<file path="src/rtl/reg_file_mp_pkg.sv">
// Shared constants and helpers for the multi-port register file: default sizes,
// an address-width function and port-slice offset helpers for decode/writeback.
package reg_file_mp_pkg;

    localparam int XLEN_DEFAULT  = 32;
    localparam int NREGS_DEFAULT = 32;
    localparam int NRD_DEFAULT   = 2;
    localparam int NWR_DEFAULT   = 2;

    function automatic int clog2_f(input int value);
        int result;
        result = 0;
        while ((1 << result) < value) begin
            result++;
        end
        return result;
    endfunction

    // Low bit of port 'port' inside a flattened bus of 'width'-bit fields.
    function automatic int slice_lo(input int port, input int width);
        return port * width;
    endfunction

endpackage

</file>
<file path="src/rtl/reg_file_mp_if.sv">
// Decode/writeback bus of the register file: read ports, write ports, destination
// claim and the busy vector.
interface reg_file_mp_if
    import reg_file_mp_pkg::*;
#(
    parameter int XLEN  = XLEN_DEFAULT,
    parameter int NREGS = NREGS_DEFAULT,
    parameter int NRD   = NRD_DEFAULT,
    parameter int NWR   = NWR_DEFAULT
);
    localparam int AW = clog2_f(NREGS);

    logic [NRD*AW-1:0]   read_sel;
    logic [NRD*XLEN-1:0] read_data;
    logic [NRD-1:0]      read_busy;
    logic [NWR-1:0]      wEn;
    logic [NWR*AW-1:0]   write_sel;
    logic [NWR*XLEN-1:0] write_data;
    logic                claim_en;
    logic [AW-1:0]       claim_sel;
    logic [NREGS-1:0]    busy_vec;

    modport master (
        output read_sel, wEn, write_sel, write_data, claim_en, claim_sel,
        input  read_data, read_busy, busy_vec
    );

    modport slave (
        input  read_sel, wEn, write_sel, write_data, claim_en, claim_sel,
        output read_data, read_busy, busy_vec
    );

endinterface

</file>
<file path="src/rtl/rf_scoreboard.sv">
// Per-register busy scoreboard: decode claims set a bit, writebacks release it,
// and a claim in the same cycle as a release wins.
module rf_scoreboard
    import reg_file_mp_pkg::*;
#(
    parameter int NREGS    = NREGS_DEFAULT,
    parameter int NWR      = NWR_DEFAULT,
    parameter int ZERO_REG = 1,
    parameter int AW       = clog2_f(NREGS)
) (
    input  logic              clock,
    input  logic              reset,
    input  logic              claim_en,
    input  logic [AW-1:0]     claim_sel,
    input  logic [NWR-1:0]    wEn,
    input  logic [NWR*AW-1:0] write_sel,
    output logic [NREGS-1:0]  release_vec,
    output logic [NREGS-1:0]  busy_vec
);

    logic [NREGS-1:0] set_vec;
    logic [NREGS-1:0] busy_next;

    always_comb begin
        set_vec     = '0;
        release_vec = '0;
        if (claim_en) begin
            set_vec[claim_sel] = 1'b1;
        end
        for (int w = 0; w < NWR; w++) begin
            if (wEn[w]) begin
                release_vec[write_sel[slice_lo(w, AW) +: AW]] = 1'b1;
            end
        end
        busy_next = (busy_vec & ~release_vec) | set_vec;
        if (ZERO_REG != 0) begin
            busy_next[0] = 1'b0;
        end
    end

    always_ff @(posedge clock or negedge reset) begin
        if (!reset) begin
            busy_vec <= '0;
        end else begin
            busy_vec <= busy_next;
        end
    end

endmodule

</file>
<file path="src/rtl/reg_file_mp.sv">
// Multi-port integer register file with prioritised writeback ports, optional
// write-to-read bypass and a busy scoreboard for issued destinations.
module reg_file_mp
    import reg_file_mp_pkg::*;
#(
    parameter int XLEN     = XLEN_DEFAULT,
    parameter int NREGS    = NREGS_DEFAULT,
    parameter int NRD      = NRD_DEFAULT,
    parameter int NWR      = NWR_DEFAULT,
    parameter int BYPASS   = 1,
    parameter int ZERO_REG = 1
) (
    input logic           clock,
    input logic           reset,
    reg_file_mp_if.slave  bus
);

    localparam int AW = clog2_f(NREGS);

    logic [XLEN-1:0]     mem [NREGS];
    logic [NREGS-1:0]    release_vec;
    logic [NREGS-1:0]    busy_vec;
    logic [NRD*XLEN-1:0] read_data;
    logic [NRD-1:0]      read_busy;
    logic [AW-1:0]       rsel;
    logic [XLEN-1:0]     rval;

    rf_scoreboard #(
        .NREGS    (NREGS),
        .NWR      (NWR),
        .ZERO_REG (ZERO_REG),
        .AW       (AW)
    ) u_scoreboard (
        .clock       (clock),
        .reset       (reset),
        .claim_en    (bus.claim_en),
        .claim_sel   (bus.claim_sel),
        .wEn         (bus.wEn),
        .write_sel   (bus.write_sel),
        .release_vec (release_vec),
        .busy_vec    (busy_vec)
    );

    // Ports are visited in ascending order so the highest-index writer lands last.
    always_ff @(posedge clock or negedge reset) begin
        if (!reset) begin
            for (int i = 0; i < NREGS; i++) begin
                mem[i] <= '0;
            end
        end else begin
            for (int w = 0; w < NWR; w++) begin
                if (bus.wEn[w] &&
                    !((ZERO_REG != 0) && (bus.write_sel[slice_lo(w, AW) +: AW] == '0))) begin
                    mem[bus.write_sel[slice_lo(w, AW) +: AW]] <= bus.write_data[slice_lo(w, XLEN) +: XLEN];
                end
            end
        end
    end

    // Reset low forces zero even over bypassed write data.
    always_comb begin
        read_data = '0;
        read_busy = '0;
        rsel      = '0;
        rval      = '0;
        for (int r = 0; r < NRD; r++) begin
            rsel = bus.read_sel[slice_lo(r, AW) +: AW];
            rval = mem[rsel];
            if (BYPASS != 0) begin
                for (int w = 0; w < NWR; w++) begin
                    if (bus.wEn[w] && (bus.write_sel[slice_lo(w, AW) +: AW] == rsel)) begin
                        rval = bus.write_data[slice_lo(w, XLEN) +: XLEN];
                    end
                end
            end
            if ((ZERO_REG != 0) && (rsel == '0)) begin
                rval = '0;
            end
            if (!reset) begin
                rval = '0;
            end
            read_data[slice_lo(r, XLEN) +: XLEN] = rval;
            if (BYPASS != 0) begin
                read_busy[r] = busy_vec[rsel] & ~release_vec[rsel];
            end else begin
                read_busy[r] = busy_vec[rsel];
            end
        end
    end

    assign bus.read_data = read_data;
    assign bus.read_busy = read_busy;
    assign bus.busy_vec  = busy_vec;

endmodule

</file>
<file path="src/flat_wrapper.sv">
// flat-port wrapper written by rule: the top's interface ports become plain ports
module reg_file_mp_flat import reg_file_mp_pkg::*;
#(
    parameter int XLEN     = XLEN_DEFAULT,
    parameter int NREGS    = NREGS_DEFAULT,
    parameter int NRD      = NRD_DEFAULT,
    parameter int NWR      = NWR_DEFAULT,
    parameter int BYPASS   = 1,
    parameter int ZERO_REG = 1
)
  (clock, reset, bus_read_sel, bus_wEn, bus_write_sel, bus_write_data, bus_claim_en, bus_claim_sel, bus_read_data, bus_read_busy, bus_busy_vec);
  reg_file_mp_if #(.XLEN(XLEN), .NREGS(NREGS), .NRD(NRD), .NWR(NWR)) bus_i ();
  input logic clock;
  input logic reset;
  input wire logic [$bits(bus_i.read_sel)-1:0] bus_read_sel;
  input wire logic [$bits(bus_i.wEn)-1:0] bus_wEn;
  input wire logic [$bits(bus_i.write_sel)-1:0] bus_write_sel;
  input wire logic [$bits(bus_i.write_data)-1:0] bus_write_data;
  input wire logic [$bits(bus_i.claim_en)-1:0] bus_claim_en;
  input wire logic [$bits(bus_i.claim_sel)-1:0] bus_claim_sel;
  output wire logic [$bits(bus_i.read_data)-1:0] bus_read_data;
  output wire logic [$bits(bus_i.read_busy)-1:0] bus_read_busy;
  output wire logic [$bits(bus_i.busy_vec)-1:0] bus_busy_vec;
  assign bus_i.read_sel = bus_read_sel;
  assign bus_i.wEn = bus_wEn;
  assign bus_i.write_sel = bus_write_sel;
  assign bus_i.write_data = bus_write_data;
  assign bus_i.claim_en = bus_claim_en;
  assign bus_i.claim_sel = bus_claim_sel;
  assign bus_read_data = bus_i.read_data;
  assign bus_read_busy = bus_i.read_busy;
  assign bus_busy_vec = bus_i.busy_vec;
  reg_file_mp #(.XLEN(XLEN), .NREGS(NREGS), .NRD(NRD), .NWR(NWR), .BYPASS(BYPASS), .ZERO_REG(ZERO_REG)) u_core (.clock(clock), .reset(reset), .bus(bus_i));
endmodule
</file>
<file path="config.mk">
export PLATFORM = sky130hd
export DESIGN_NAME = reg_file_mp_flat
export DESIGN_NICKNAME = d
export VERILOG_FILES = /design/src/rtl/reg_file_mp_pkg.sv /design/src/rtl/reg_file_mp_if.sv /design/src/rtl/rf_scoreboard.sv /design/src/rtl/reg_file_mp.sv /design/src/flat_wrapper.sv
export SDC_FILE = /design/constraint.sdc
export NUM_CORES = 2
export LEC_CHECK = 0
export CORE_MARGIN = 5
export CORE_UTILIZATION = 45
export CTS_CLUSTER_SIZE = 16
export DETAILED_ROUTE_END_ITERATION = 12
export HOLD_SLACK_MARGIN = 0.08
export PLACE_DENSITY = 0.68
export SLEW_MARGIN = 20
export SYNTH_ARGS = -nofsm -noshare
export SYNTH_HDL_FRONTEND = slang
export SYNTH_SLANG_ARGS = --single-unit
</file>
<file path="constraint.sdc">
create_clock -name clock -period 3.7 [get_ports clock]
set_input_delay 0.74 -clock clock [delete_from_list [all_inputs] [get_ports clock]]
set_output_delay 0.74 -clock clock [all_outputs]
set_load 0.01 [all_outputs]
</file>
==> results_dict.tcl <==
set metrics [dict create \
    r2r_start "u_core.mem[21]" \
    async_flop_share_pct 100 \
    grt_pass1_vias 59900 \
    yosys.area_share.simple_pct 9.08 \
    finClkSkew_ns 0 \
    avgSynthCellArea_um2 10.6 \
    cp_data_required_time_ns 2.96 \
    synth_cells 6298 \
    fp.dieArea_um2 156000 \
    critPathCaptureType "output port" \
    critPathKind "input pin to output port" \
    worstPathCellList "buf_8, buf_12, buf_4, mux4_2, mux4_2, mux2i_1, buf_4, o21ai_1, clkdlybuf4s15_1" \
    synth_top_family_by_area "multiplexers" \
    num_rows 141 \
    dr.pass1.iters 10 \
    coreArea_um2 147000 \
    yosysWarningCount 0 \
    synth_xor_area_share_pct 0.263 \
    cp_max_fo 16 \
    slowest_stage "mux4_2" \
    vias 62000 \
    grtUsageTotal_pct 38.1 \
    ys_seq_area_share_pct 39.7 \
    r2r_cells 3 \
    via_per_inst 7.32 \
    critPathMaxStageDelay_ns 0.53 \
    hold_path_class "register to register" \
    overflow 0 \
    reg2reg_slack_ns 2.46 \
    synth_top_area_share_pct 39.7 \
    muxShareOfSynthArea_pct 29.4 \
    area_growth_pct 19.5 \
    reg2reg_to "u_core.mem[21]" \
    synth_top_flop_cell "dfrtp_1" \
    antenna_found_initial 12 \
    period_share_pct 101 \
    cp.arrival_ns 3.00 \
    hold_end "u_core.mem[1002]" \
    synth-seq-cells 1055 \
    cap_violations 0 \
    io_buffers 190 \
    io_pins 192 \
    setup_slack_ns -0.0378 \
    drt-total-wl_um 305000 \
    nFillCells 12300 \
    rsz0062_at_grt "true" \
    worstSkewPairLatency_ns 0.79 \
    start_util_pct 45.2 \
    drive_gt1_share_pct 27.8 \
    slew_violations 0 \
    nets 6532 \
    status "finished with violations" \
    syn_nets 6392 \
    synth_most_common_cell "dfrtp_1" \
    synth_area_leaders "dfrtp_1 40%, mux4_2 22%, mux2i_1 7.2%" \
    instances_no_fill 8479 \
    tightest_slew_ns 1.26 \
    slew_headroom_pct 15.8 \
    drcViolationCount 0 \
    clk_path_buf_depth 3 \
    cts_buffers 112 \
    grt_max_degree 173 \
    p_leak_uw 0.0342 \
    min_from "u_core.mem[1002]" \
    cts_sinks 1055 \
    synthesis.area_um2 66500 \
    hold_path_depth 0 \
    root_buffer "clkbuf_16" \
    postRouteAntennaNets 0 \
    fp.dieW_um 395 \
    h-tree-depth 3 \
    synth_top_area_cell "dfrtp_1" \
    synth_compound_gate_area_share_pct 16.1 \
    hold_violations 0 \
    placedCellCount 8178 \
    synth_fa_ha_area_share_pct 0 \
    max_freq_mhz 268 \
    hpwlAfterDp_um 181000 \
    dieHeight_um 395 \
    powerDensity_nw_per_um2 520 \
    place_congestion 0.976 \
    synth_commonest_cells "1055 x dfrtp_1, 759 x nor2_1, 652 x mux4_2" \
    place_ws_ns -0.855 \
    post_drt_wl_per_cell_um 36.0 \
    finalSetupViolCount 1 \
    grt_pass1_wl_um 433000 \
    clk_pin_slew_worst_paths_ns 0.06 \
    start_kind "input pin" \
    drtIter0Drc 10300 \
    period_minus_slack_ns 3.74 \
    place_area_um2 74100 \
    yosysUniqueCellTypes 80 \
    whs_ns 0.398 \
    violations "setup timing" \
    fin_util_pct 54.0 \
    ir_drop_v 0.000438 \
    cts_tree "done" \
    crit_path_start "bus_read_sel[6]" \
    synth_edf_count 0 \
    stdcell_area_um2 79500 \
]
-- cells in the final DEF, fill, tap and decap left out, types with 12 or more instances in the layout --
| cell | Yosys | final |
|---|---|---|
| a21oi_1 | 578 | 578 |
| a221oi_1 | 29 | 29 |
| a22o_1 | 12 | 12 |
| a22oi_1 | 181 | 163 |
| a22oi_2 | 1 | 19 |
| a31oi_1 | 92 | 90 |
| a32o_1 | 20 | 20 |
| a32oi_1 | 313 | 313 |
| buf_12 | 0 | 128 |
| buf_16 | 0 | 20 |
| buf_2 | 161 | 29 |
| buf_4 | 15 | 548 |
| buf_6 | 8 | 19 |
| bufinv_16 | 0 | 20 |
| clkbuf_16 | 0 | 118 |
| clkbuf_2 | 7 | 28 |
| clkbuf_8 | 0 | 20 |
| clkdlybuf4s50_1 | 0 | 101 |
| clkinv_2 | 0 | 31 |
| dfrtp_1 | 1055 | 1055 |
| diode_2 | 0 | 12 |
| mux2i_1 | 479 | 467 |
| mux4_2 | 652 | 652 |
| nand2_1 | 589 | 544 |
| nand2_2 | 0 | 26 |
| nand2_4 | 0 | 19 |
| nand3_1 | 19 | 14 |
| nor2_1 | 759 | 724 |
| nor2_2 | 2 | 18 |
| nor2_4 | 0 | 19 |
| nor3_1 | 18 | 15 |
| o21ai_0 | 345 | 345 |
| o21ai_1 | 81 | 78 |
| xor2_1 | 16 | 16 |
-- flip-flops by register name (all words and copies together) (netlist names) --
register and count:
u_core.u_scoreboard.busy_vec 31, u_core.mem 1024
-- per-layer routing --
metal | vias to the layer above | share of wire (%) | global-route usage (%) | wire length, µm
li1 | 24000 | - | - | -
met4 | 8 | 9.6 | 28.4 | 29300
met2 | 5705 | 42 | 53.7 | 127000
met1 | 30700 | 33 | 46.3 | 101000
met5 | - | 0.020 | 0.123 | 60
met3 | 1617 | 16 | 16.6 | 47900
-- worst max path at each step --
stage	endpoint	cells after the start
after floorplan	bus_read_data[30]	7
after global placement	bus_read_busy[0]	11
after detailed placement	bus_read_busy[0]	11
after CTS	bus_read_busy[0]	10
after global routing	bus_read_data[54]	12
final	bus_read_data[58]	9
-- worst max-delay path, delay by kind of cell --
kind	cells	cell delay, ns
mux	3	1.02
buf+inv	5	1.12
compound gates	1	0.08
-- layout make-up --
class                   count  area (µm²)  share of cell area [%]
inverters                   6        26.3                  0.0330
repair buffers            905        9250                    11.6
multi-input cells        4358       37300                    46.9
clock inverters            67         936                    1.18
flip-flops and latches   1055       26400                    33.2
clock buffers             146        3190                    4.02
well taps                1930        2410                    3.04
diodes                     12        30.0                  0.0378
-- through the flow --
step,setup TNS [ns],total power (µW)
2_1_floorplan,0,23900
3_3_place_gp,-44.26,27600
3_5_place_dp,-42.64,28100
4_1_cts,-0.00623,40800
5_1_grt,-0.0831,42700
6_report,-0.0378,41300
-- timing repair --
action,in CTS,in global routing
pin swaps,22,13
buffers inserted,27,39
setup endpoints to repair,66,60
cloned,10,3
resized for setup,294,81
hold endpoints to repair,4,0
hold buffers,1,0
-- cell families (layout without fill, tap and decap cells) --
family / Yosys count / count (layout)
buffers and inverters: 885 / 1124
and+or+nand+nor: 1492 / 1492
DFF: 1055 / 1055
muxes: 1136 / 1136
other: 1 / 13
xor gates and xnor gates: 20 / 20
AOI/OAI and AO/OA: 1709 / 1709
-- report_power, final --
group | switching, µW | internal, µW
Clock | 5350 | 7500
Sequential | 2510 | 14500
Combinational | 5070 | 6410
Total | 12900 | 28400
(Power assumes the default switching activity.)
